`config.mk`:
```
export PLATFORM = sky130hd
export DESIGN_NAME = mem_fill_arbiter
export DESIGN_NICKNAME = d
export VERILOG_FILES = /design/src/rtl/mem_arb_pkg.sv /design/src/rtl/mem_arb_fill_seq.sv /design/src/rtl/mem_fill_arbiter.sv
export SDC_FILE = /design/constraint.sdc
export NUM_CORES = 1
export LEC_CHECK = 0
export CAP_MARGIN = 20
export CELL_PAD_IN_SITES_DETAIL_PLACEMENT = 0
export CELL_PAD_IN_SITES_GLOBAL_PLACEMENT = 1
export CORE_UTILIZATION = 30
export CTS_BUF_LIST = sky130_fd_sc_hd__clkbuf_16
export CTS_CLUSTER_SIZE = 25
export DETAILED_ROUTE_END_ITERATION = 6
export GPL_TIMING_DRIVEN = 0
export PLACE_DENSITY_LB_ADDON = 0.1
export SYNTH_ARGS = -nofsm -noshare
export SYNTH_HDL_FRONTEND = slang
export SYNTH_SLANG_ARGS = --single-unit
```
`constraint.sdc`:
```
create_clock -name clk -period 3.1 [get_ports clk]
set_input_delay 0.62 -clock clk [delete_from_list [all_inputs] [get_ports clk]]
set_output_delay 0.62 -clock clk [all_outputs]
set_load 0.05 [all_outputs]
```
`src/rtl/mem_arb_pkg.sv`:
```
// Shared types and constants for the unified memory fill arbiter.
package mem_arb_pkg;

    // Arbiter sequencing states.
    typedef enum logic [2:0] {
        ST_IDLE  = 3'd0,
        ST_FILL  = 3'd1,
        ST_DRAIN = 3'd2,
        ST_WRITE = 3'd3,
        ST_DONE  = 3'd4
    } state_t;

    // Transfer owner encoding, also driven on fill_owner.
    localparam logic OWN_I = 1'b0;
    localparam logic OWN_D = 1'b1;

    // Block base of a 16-byte (8-word) cache block.
    localparam logic [15:0] BLOCK_MASK = 16'hFFF0;
    // Word alignment for single-word writes.
    localparam logic [15:0] WORD_MASK  = 16'hFFFE;

endpackage

```
`src/rtl/mem_arb_fill_seq.sv`:
```
// Issue/return word counters and issue address generation for one block fill.
// Counters clear whenever the arbiter is idle, so every grant starts at word 0.
module mem_arb_fill_seq #(
    parameter int BLOCK_WORDS = 8
) (
    input  logic        clk,
    input  logic        rst,
    input  logic        clear,
    input  logic        issue_en,
    input  logic        ret_en,
    input  logic [15:0] base,
    output logic [15:0] issue_addr,
    output logic        issue_last,
    output logic [2:0]  ret_idx,
    output logic        ret_last
);

    localparam int CW = (BLOCK_WORDS > 1) ? $clog2(BLOCK_WORDS) : 1;
    localparam logic [CW-1:0] LAST_WORD = CW'(BLOCK_WORDS - 1);

    logic [CW-1:0] issue_cnt_q, issue_cnt_d;
    logic [CW-1:0] ret_cnt_q, ret_cnt_d;

    // Next counter values: clear while idle, otherwise step on each issue/return.
    always_comb begin
        issue_cnt_d = issue_cnt_q;
        ret_cnt_d   = ret_cnt_q;
        if (clear) begin
            issue_cnt_d = '0;
            ret_cnt_d   = '0;
        end else begin
            if (issue_en) issue_cnt_d = issue_cnt_q + CW'(1);
            if (ret_en)   ret_cnt_d   = ret_cnt_q + CW'(1);
        end
    end

    // Counter registers.
    always_ff @(posedge clk) begin
        if (rst) begin
            issue_cnt_q <= '0;
            ret_cnt_q   <= '0;
        end else begin
            issue_cnt_q <= issue_cnt_d;
            ret_cnt_q   <= ret_cnt_d;
        end
    end

    // Word addresses advance by 2 bytes from the block base.
    always_comb begin
        issue_addr = base + (16'(issue_cnt_q) << 1);
        issue_last = (issue_cnt_q == LAST_WORD);
        ret_idx    = 3'(ret_cnt_q);
        ret_last   = ret_en && (ret_cnt_q == LAST_WORD);
    end

endmodule

```
`src/rtl/mem_fill_arbiter.sv`:
```
// Arbitrates the unified 16-bit memory port between I-side fills and D-side
// fills/writes. D normally wins, but after STARVE_MAX consecutive D grants
// with I waiting, I is forced through.
// Optional build macro MEM_ARB_PERF_EN adds saturating performance counters.
//
// Handshake: a requester raises *_req and holds it (with stable address/data
// until the grant) until its one-cycle *_done pulse; its inputs are latched at
// the grant and ignored afterwards. fill_valid qualifies fill_owner, fill_idx
// and fill_data in the same cycle and has no back-pressure.
module mem_fill_arbiter
    import mem_arb_pkg::*;
#(
    parameter int BLOCK_WORDS = 8,
    parameter int MEM_LATENCY = 4,
    parameter int STARVE_MAX  = 2
) (
    input  logic        clk,
    input  logic        rst,
    input  logic        i_req,
    input  logic [15:0] i_addr,
    input  logic        d_req,
    input  logic        d_wr,
    input  logic [15:0] d_addr,
    input  logic [15:0] d_wdata,
    output logic        fill_valid,
    output logic        fill_owner,
    output logic [2:0]  fill_idx,
    output logic [15:0] fill_data,
    output logic        i_done,
    output logic        d_done,
    output logic        mem_en,
    output logic        mem_wr,
    output logic [15:0] mem_addr,
    output logic [15:0] mem_wdata,
    input  logic [15:0] mem_rdata,
    input  logic        mem_rvalid,
    output logic        busy
`ifdef MEM_ARB_PERF_EN
    ,
    output logic [15:0] perf_conflicts,
    output logic [15:0] perf_i_wait,
    output logic [15:0] perf_fills
`endif
);

    localparam int SW = (STARVE_MAX > 0) ? $clog2(STARVE_MAX + 1) : 1;
    localparam logic [SW-1:0] STARVE_LIM = SW'(STARVE_MAX);

    state_t         state_q, state_d;
    logic           owner_q, owner_d;
    logic [15:0]    addr_q, addr_d;
    logic [15:0]    wdata_q, wdata_d;
    logic [SW-1:0]  starve_q, starve_d;

    logic           d_win;
    logic           issue_en;
    logic           ret_en;
    logic [15:0]    issue_addr;
    logic           issue_last;
    logic [2:0]     ret_idx;
    logic           ret_last;

    mem_arb_fill_seq #(
        .BLOCK_WORDS (BLOCK_WORDS)
    ) u_fill_seq (
        .clk        (clk),
        .rst        (rst),
        .clear      (state_q == ST_IDLE),
        .issue_en   (issue_en),
        .ret_en     (ret_en),
        .base       (addr_q),
        .issue_addr (issue_addr),
        .issue_last (issue_last),
        .ret_idx    (ret_idx),
        .ret_last   (ret_last)
    );

    // Returns are only accepted while a fill is in flight; strays in IDLE drop.
    assign ret_en = mem_rvalid && ((state_q == ST_FILL) || (state_q == ST_DRAIN));

    // Next-state, grant latching and memory-port drive.
    always_comb begin
        state_d   = state_q;
        owner_d   = owner_q;
        addr_d    = addr_q;
        wdata_d   = wdata_q;
        starve_d  = starve_q;
        d_win     = 1'b0;
        issue_en  = 1'b0;
        mem_en    = 1'b0;
        mem_wr    = 1'b0;
        mem_addr  = 16'h0000;
        mem_wdata = 16'h0000;
        i_done    = 1'b0;
        d_done    = 1'b0;

        case (state_q)
            ST_IDLE: begin
                d_win = d_req && (!i_req || (starve_q < STARVE_LIM));
                if (d_win) begin
                    owner_d = OWN_D;
                    addr_d  = d_wr ? (d_addr & WORD_MASK) : (d_addr & BLOCK_MASK);
                    wdata_d = d_wdata;
                    if (i_req) starve_d = starve_q + SW'(1);
                    state_d = d_wr ? ST_WRITE : ST_FILL;
                end else if (i_req) begin
                    owner_d  = OWN_I;
                    addr_d   = i_addr & BLOCK_MASK;
                    starve_d = '0;
                    state_d  = ST_FILL;
                end
            end
            ST_FILL: begin
                issue_en = 1'b1;
                mem_en   = 1'b1;
                mem_addr = issue_addr;
                if (ret_last)        state_d = ST_DONE;
                else if (issue_last) state_d = ST_DRAIN;
            end
            ST_DRAIN: begin
                if (ret_last) state_d = ST_DONE;
            end
            ST_WRITE: begin
                mem_en    = 1'b1;
                mem_wr    = 1'b1;
                mem_addr  = addr_q;
                mem_wdata = wdata_q;
                state_d   = ST_DONE;
            end
            ST_DONE: begin
                i_done  = (owner_q == OWN_I);
                d_done  = (owner_q == OWN_D);
                state_d = ST_IDLE;
            end
            default: state_d = ST_IDLE;
        endcase
    end

    // Fill return path, zero whenever no return is accepted.
    always_comb begin
        fill_valid = ret_en;
        fill_owner = 1'b0;
        fill_idx   = 3'd0;
        fill_data  = 16'h0000;
        if (ret_en) begin
            fill_owner = owner_q;
            fill_idx   = ret_idx;
            fill_data  = mem_rdata;
        end
        busy = (state_q != ST_IDLE);
    end

    // State and latched-request registers.
    always_ff @(posedge clk) begin
        if (rst) begin
            state_q  <= ST_IDLE;
            owner_q  <= OWN_I;
            addr_q   <= 16'h0000;
            wdata_q  <= 16'h0000;
            starve_q <= '0;
        end else begin
            state_q  <= state_d;
            owner_q  <= owner_d;
            addr_q   <= addr_d;
            wdata_q  <= wdata_d;
            starve_q <= starve_d;
        end
    end

`ifdef MEM_ARB_PERF_EN
    logic [15:0] perf_conflicts_q, perf_conflicts_d;
    logic [15:0] perf_i_wait_q, perf_i_wait_d;
    logic [15:0] perf_fills_q, perf_fills_d;

    // Saturating event counters.
    always_comb begin
        perf_conflicts_d = perf_conflicts_q;
        perf_i_wait_d    = perf_i_wait_q;
        perf_fills_d     = perf_fills_q;
        if ((state_q == ST_IDLE) && i_req && d_req && (perf_conflicts_q != 16'hFFFF))
            perf_conflicts_d = perf_conflicts_q + 16'd1;
        if (i_req && !((state_q != ST_IDLE) && (owner_q == OWN_I)) && (perf_i_wait_q != 16'hFFFF))
            perf_i_wait_d = perf_i_wait_q + 16'd1;
        if (ret_last && (perf_fills_q != 16'hFFFF))
            perf_fills_d = perf_fills_q + 16'd1;
    end

    // Counter registers.
    always_ff @(posedge clk) begin
        if (rst) begin
            perf_conflicts_q <= 16'h0000;
            perf_i_wait_q    <= 16'h0000;
            perf_fills_q     <= 16'h0000;
        end else begin
            perf_conflicts_q <= perf_conflicts_d;
            perf_i_wait_q    <= perf_i_wait_d;
            perf_fills_q     <= perf_fills_d;
        end
    end

    assign perf_conflicts = perf_conflicts_q;
    assign perf_i_wait    = perf_i_wait_q;
    assign perf_fills     = perf_fills_q;
`endif

    // Every read issue must be answered exactly MEM_LATENCY cycles later.
    a_rvalid_latency: assert property (@(posedge clk) disable iff (rst)
        (mem_en && !mem_wr) |-> ##MEM_LATENCY mem_rvalid);

    // The memory port is only driven from FILL or WRITE.
    a_mem_en_state: assert property (@(posedge clk)
        !(mem_en && ((state_q == ST_IDLE) || (state_q == ST_DRAIN) || (state_q == ST_DONE))));

endmodule

```
==> metrics.txt <==
result of the run=finished clean; sequential element share of the synthesized area=33.8%; number of global-route vias before repair=2495; number of flops mapped to enable cells by yosys=0; worst hold margin=0.451 ns; crit path DAT=2.37 ns; Main synth FF type=dfxtp_1; non-filler instance count after layout=553; critical path endpoint category=primary output; Detailed Route WL=7570 um; FF+latch count, synth=43; Final Hold Viols=0; Fin Clk Skew=0.00581 ns; Peak VDD IR=0.000208 V; unrepaired setup endpoints after global routing=false; FP Rows=33; Peak Freq=0.334 GHz; Core Region=8220 um^2; Setup Buffers After CTS=0; drt first pass iters=4; post-synthesis cell count=320; Slew Limit Headroom=61.5%; DRC=0; Reg clk slew, reported paths=0.06 ns; Worst Hold Class=register to register; Syn Area/Cell=7.96 um^2; hold path cells=2; Critical Path RT=2.48 ns; Synth top area share=33.8%; GRT Overall Usage=17.5%; # diodes=0; final worst-path cycle share=96.6%; hold_sp=wdata_q[14]; mapped cell area=2550 um^2; Die H=94.1 um; Distinct cells, synth=47; WHS Endpoint=wdata_q[14]; Initial Util=31.0%; Crit Path Category=register to primary output; Final setup violation count=0; Startpoint Class=register; Worst-Margin Slew=0.578 ns; Chip Width=94.1 um; worst reg2reg endpoint=addr_q[14]; Vias=2626; most frequent cells in the layout=clkdlybuf4s50_1 (69), nand2_1 (43), dfxtp_1 (43), nor2_1 (37), dlygate4sd2_1 (32); total global routing overflow=0; Max-Cap Viols=0; vias per cell=4.75; nets=525; CTS Buf Count=5; Finished Cell Area=4000 um^2; CTS root buffer=clkbuf_16; Port Buffers=120; commonest non-fill, non-tap cell in the layout=clkdlybuf4s50_1; CTS Sinks=43; Hold Buf Count CTS=0; PD cells=466 nW/um^2; average wire per standard cell=13.7 um; H-tree Lvls=2; clk buf depth=2; Routed Antenna Nets=0; origin of the critical flop-to-flop path=state_q[2]; area leader, netlist=dfxtp_1; initial antenna violation count=0; post-synthesis async set-or-reset flop share=0%; Final min period=2.99 ns; reg2reg setup slack=1.39 ns; Clock Latency Late Sink=0.28 ns; placed standard-cell area=3880 um^2; RD Place Congestion=0.803; global-route wire length before repair=12000 um; R2R cell count=4; Slew Limit Fails=0; CTS tree=yes; share of layout cells above drive strength 1=8.71%; area of the die=8860 um^2; leak pwr=1.91 nW; Synth Net Count=398; P&R area growth vs syn=57.2%; dpl hpwl=5790 um; I/O pin cnt=128; drt initial violations=66; Area contributors post-synth=dfxtp_1 (34%), nand2_1 (6.3%), mux2i_1 (6.3%); largest net degree at the start of global routing=14; placed cells=545; CP max FO=5; Yosys warning count=0; # fillers=859
flip-flops by register name (all words and copies together), names as in the netlist:
register                cells
wdata_q                    16
addr_q                     15
state_q                     3
u_fill_seq.issue_cnt_q      3
u_fill_seq.ret_idx          3
starve_q                    2
owner_q                     1
power breakdown:
part	switching (mW)	leakage (nW)	internal (mW)
Sequential	0.0572	0.353	0.612
Combinational	0.421	1.49	0.261
Clock	0.218	0.0710	0.294
Total	0.697	1.91	1.17
kinds of logic after synthesis:
group / synth area share, %
multiplexers: 6.29
AND/OR/NAND/NOR: 30.8
AO/OA/AOI/OAI: 16.2
flip-flops: 33.8
other: 0.147
XOR/XNOR: 3.10
adder cells (fa/ha/maj): 4.23
buffers and inverters: 5.45
cell type report:
type | instances | area, um^2 | share of cell area (%)
multi-input cells | 249 | 1560 | 39.0
repair buffers | 120 | 1170 | 29.2
flip-flops and latches | 43 | 861 | 21.5
well taps | 105 | 131 | 3.28
plain buffers | 25 | 129 | 3.22
clock buffers | 5 | 125 | 3.13
clock inverters | 3 | 16.3 | 0.406
inverters | 3 | 11.3 | 0.281
Yosys cell counts, types with 3 or more instances:
library cell	n
clkbuf_1	13
nor4b_1	3
a21oi_1	29
nor2_1	37
a211oi_1	12
nor3_1	9
and3_1	18
and2_1	22
mux2i_1	16
buf_2	6
nand3_1	5
a32oi_1	3
nand2_1	43
xnor2_1	9
buf_4	4
dfxtp_1	43
ha_1	7
o21ai_0	6
metal layers:
| layer | wire length, um | track usage [%] |
|---|---|---|
| met1 | 3580 | 22.2 |
| met2 | 3490 | 29.8 |
| met3 | 418 | 3.56 |
| met4 | 86 | 4.62 |
| met5 | 0 | 0 |
critical path, cell delays in order, from the launching register on:
cell,delay (ns)
dfxtp_1,0.33
ha_1,0.25
fa_1,0.45
a21oi_4,0.23
nor4_1,0.10
xnor2_1,0.13
nor2_1,0.08
clkdlybuf4s15_1,0.52
per-stage QoR:
stage / utilization (%) / total power [mW] / worst slack (ns) / setup TNS, ns
after floorplan: - / 1.13 / 0.262 / 0
after global placement: 47.2 / 1.39 / -0.171 / -3.14
after detailed placement: 47.2 / 1.39 / -0.175 / -3.10
after CTS: 48.5 / 1.89 / 0.0251 / 0
after global routing: 48.7 / 1.97 / 0.00222 / 0
final: 48.7 / 1.86 / 0.105 / 0
worst max-delay path by stage:
stage | start | endpoint | slack [ns] | cells past startpoint
floorplan | addr_q[2] | mem_addr[14] | 0.26 | 5
global placement | addr_q[1] | mem_addr[15] | -0.17 | 7
detailed placement | addr_q[1] | mem_addr[15] | -0.18 | 7
CTS | addr_q[1] | mem_addr[5] | 0.03 | 7
global route | mem_rvalid | fill_idx[1] | 0.002 | 5
finish | addr_q[1] | mem_addr[11] | 0.11 | 7
what timing repair did:
action | in CTS | in global routing
setup endpoints to repair | 44 | 17
resized for setup | 54 | 22
cloned | 0 | 0
endpoints found under the hold margin | 0 | 0
Note: power is estimated with default switching activity, not from simulation.
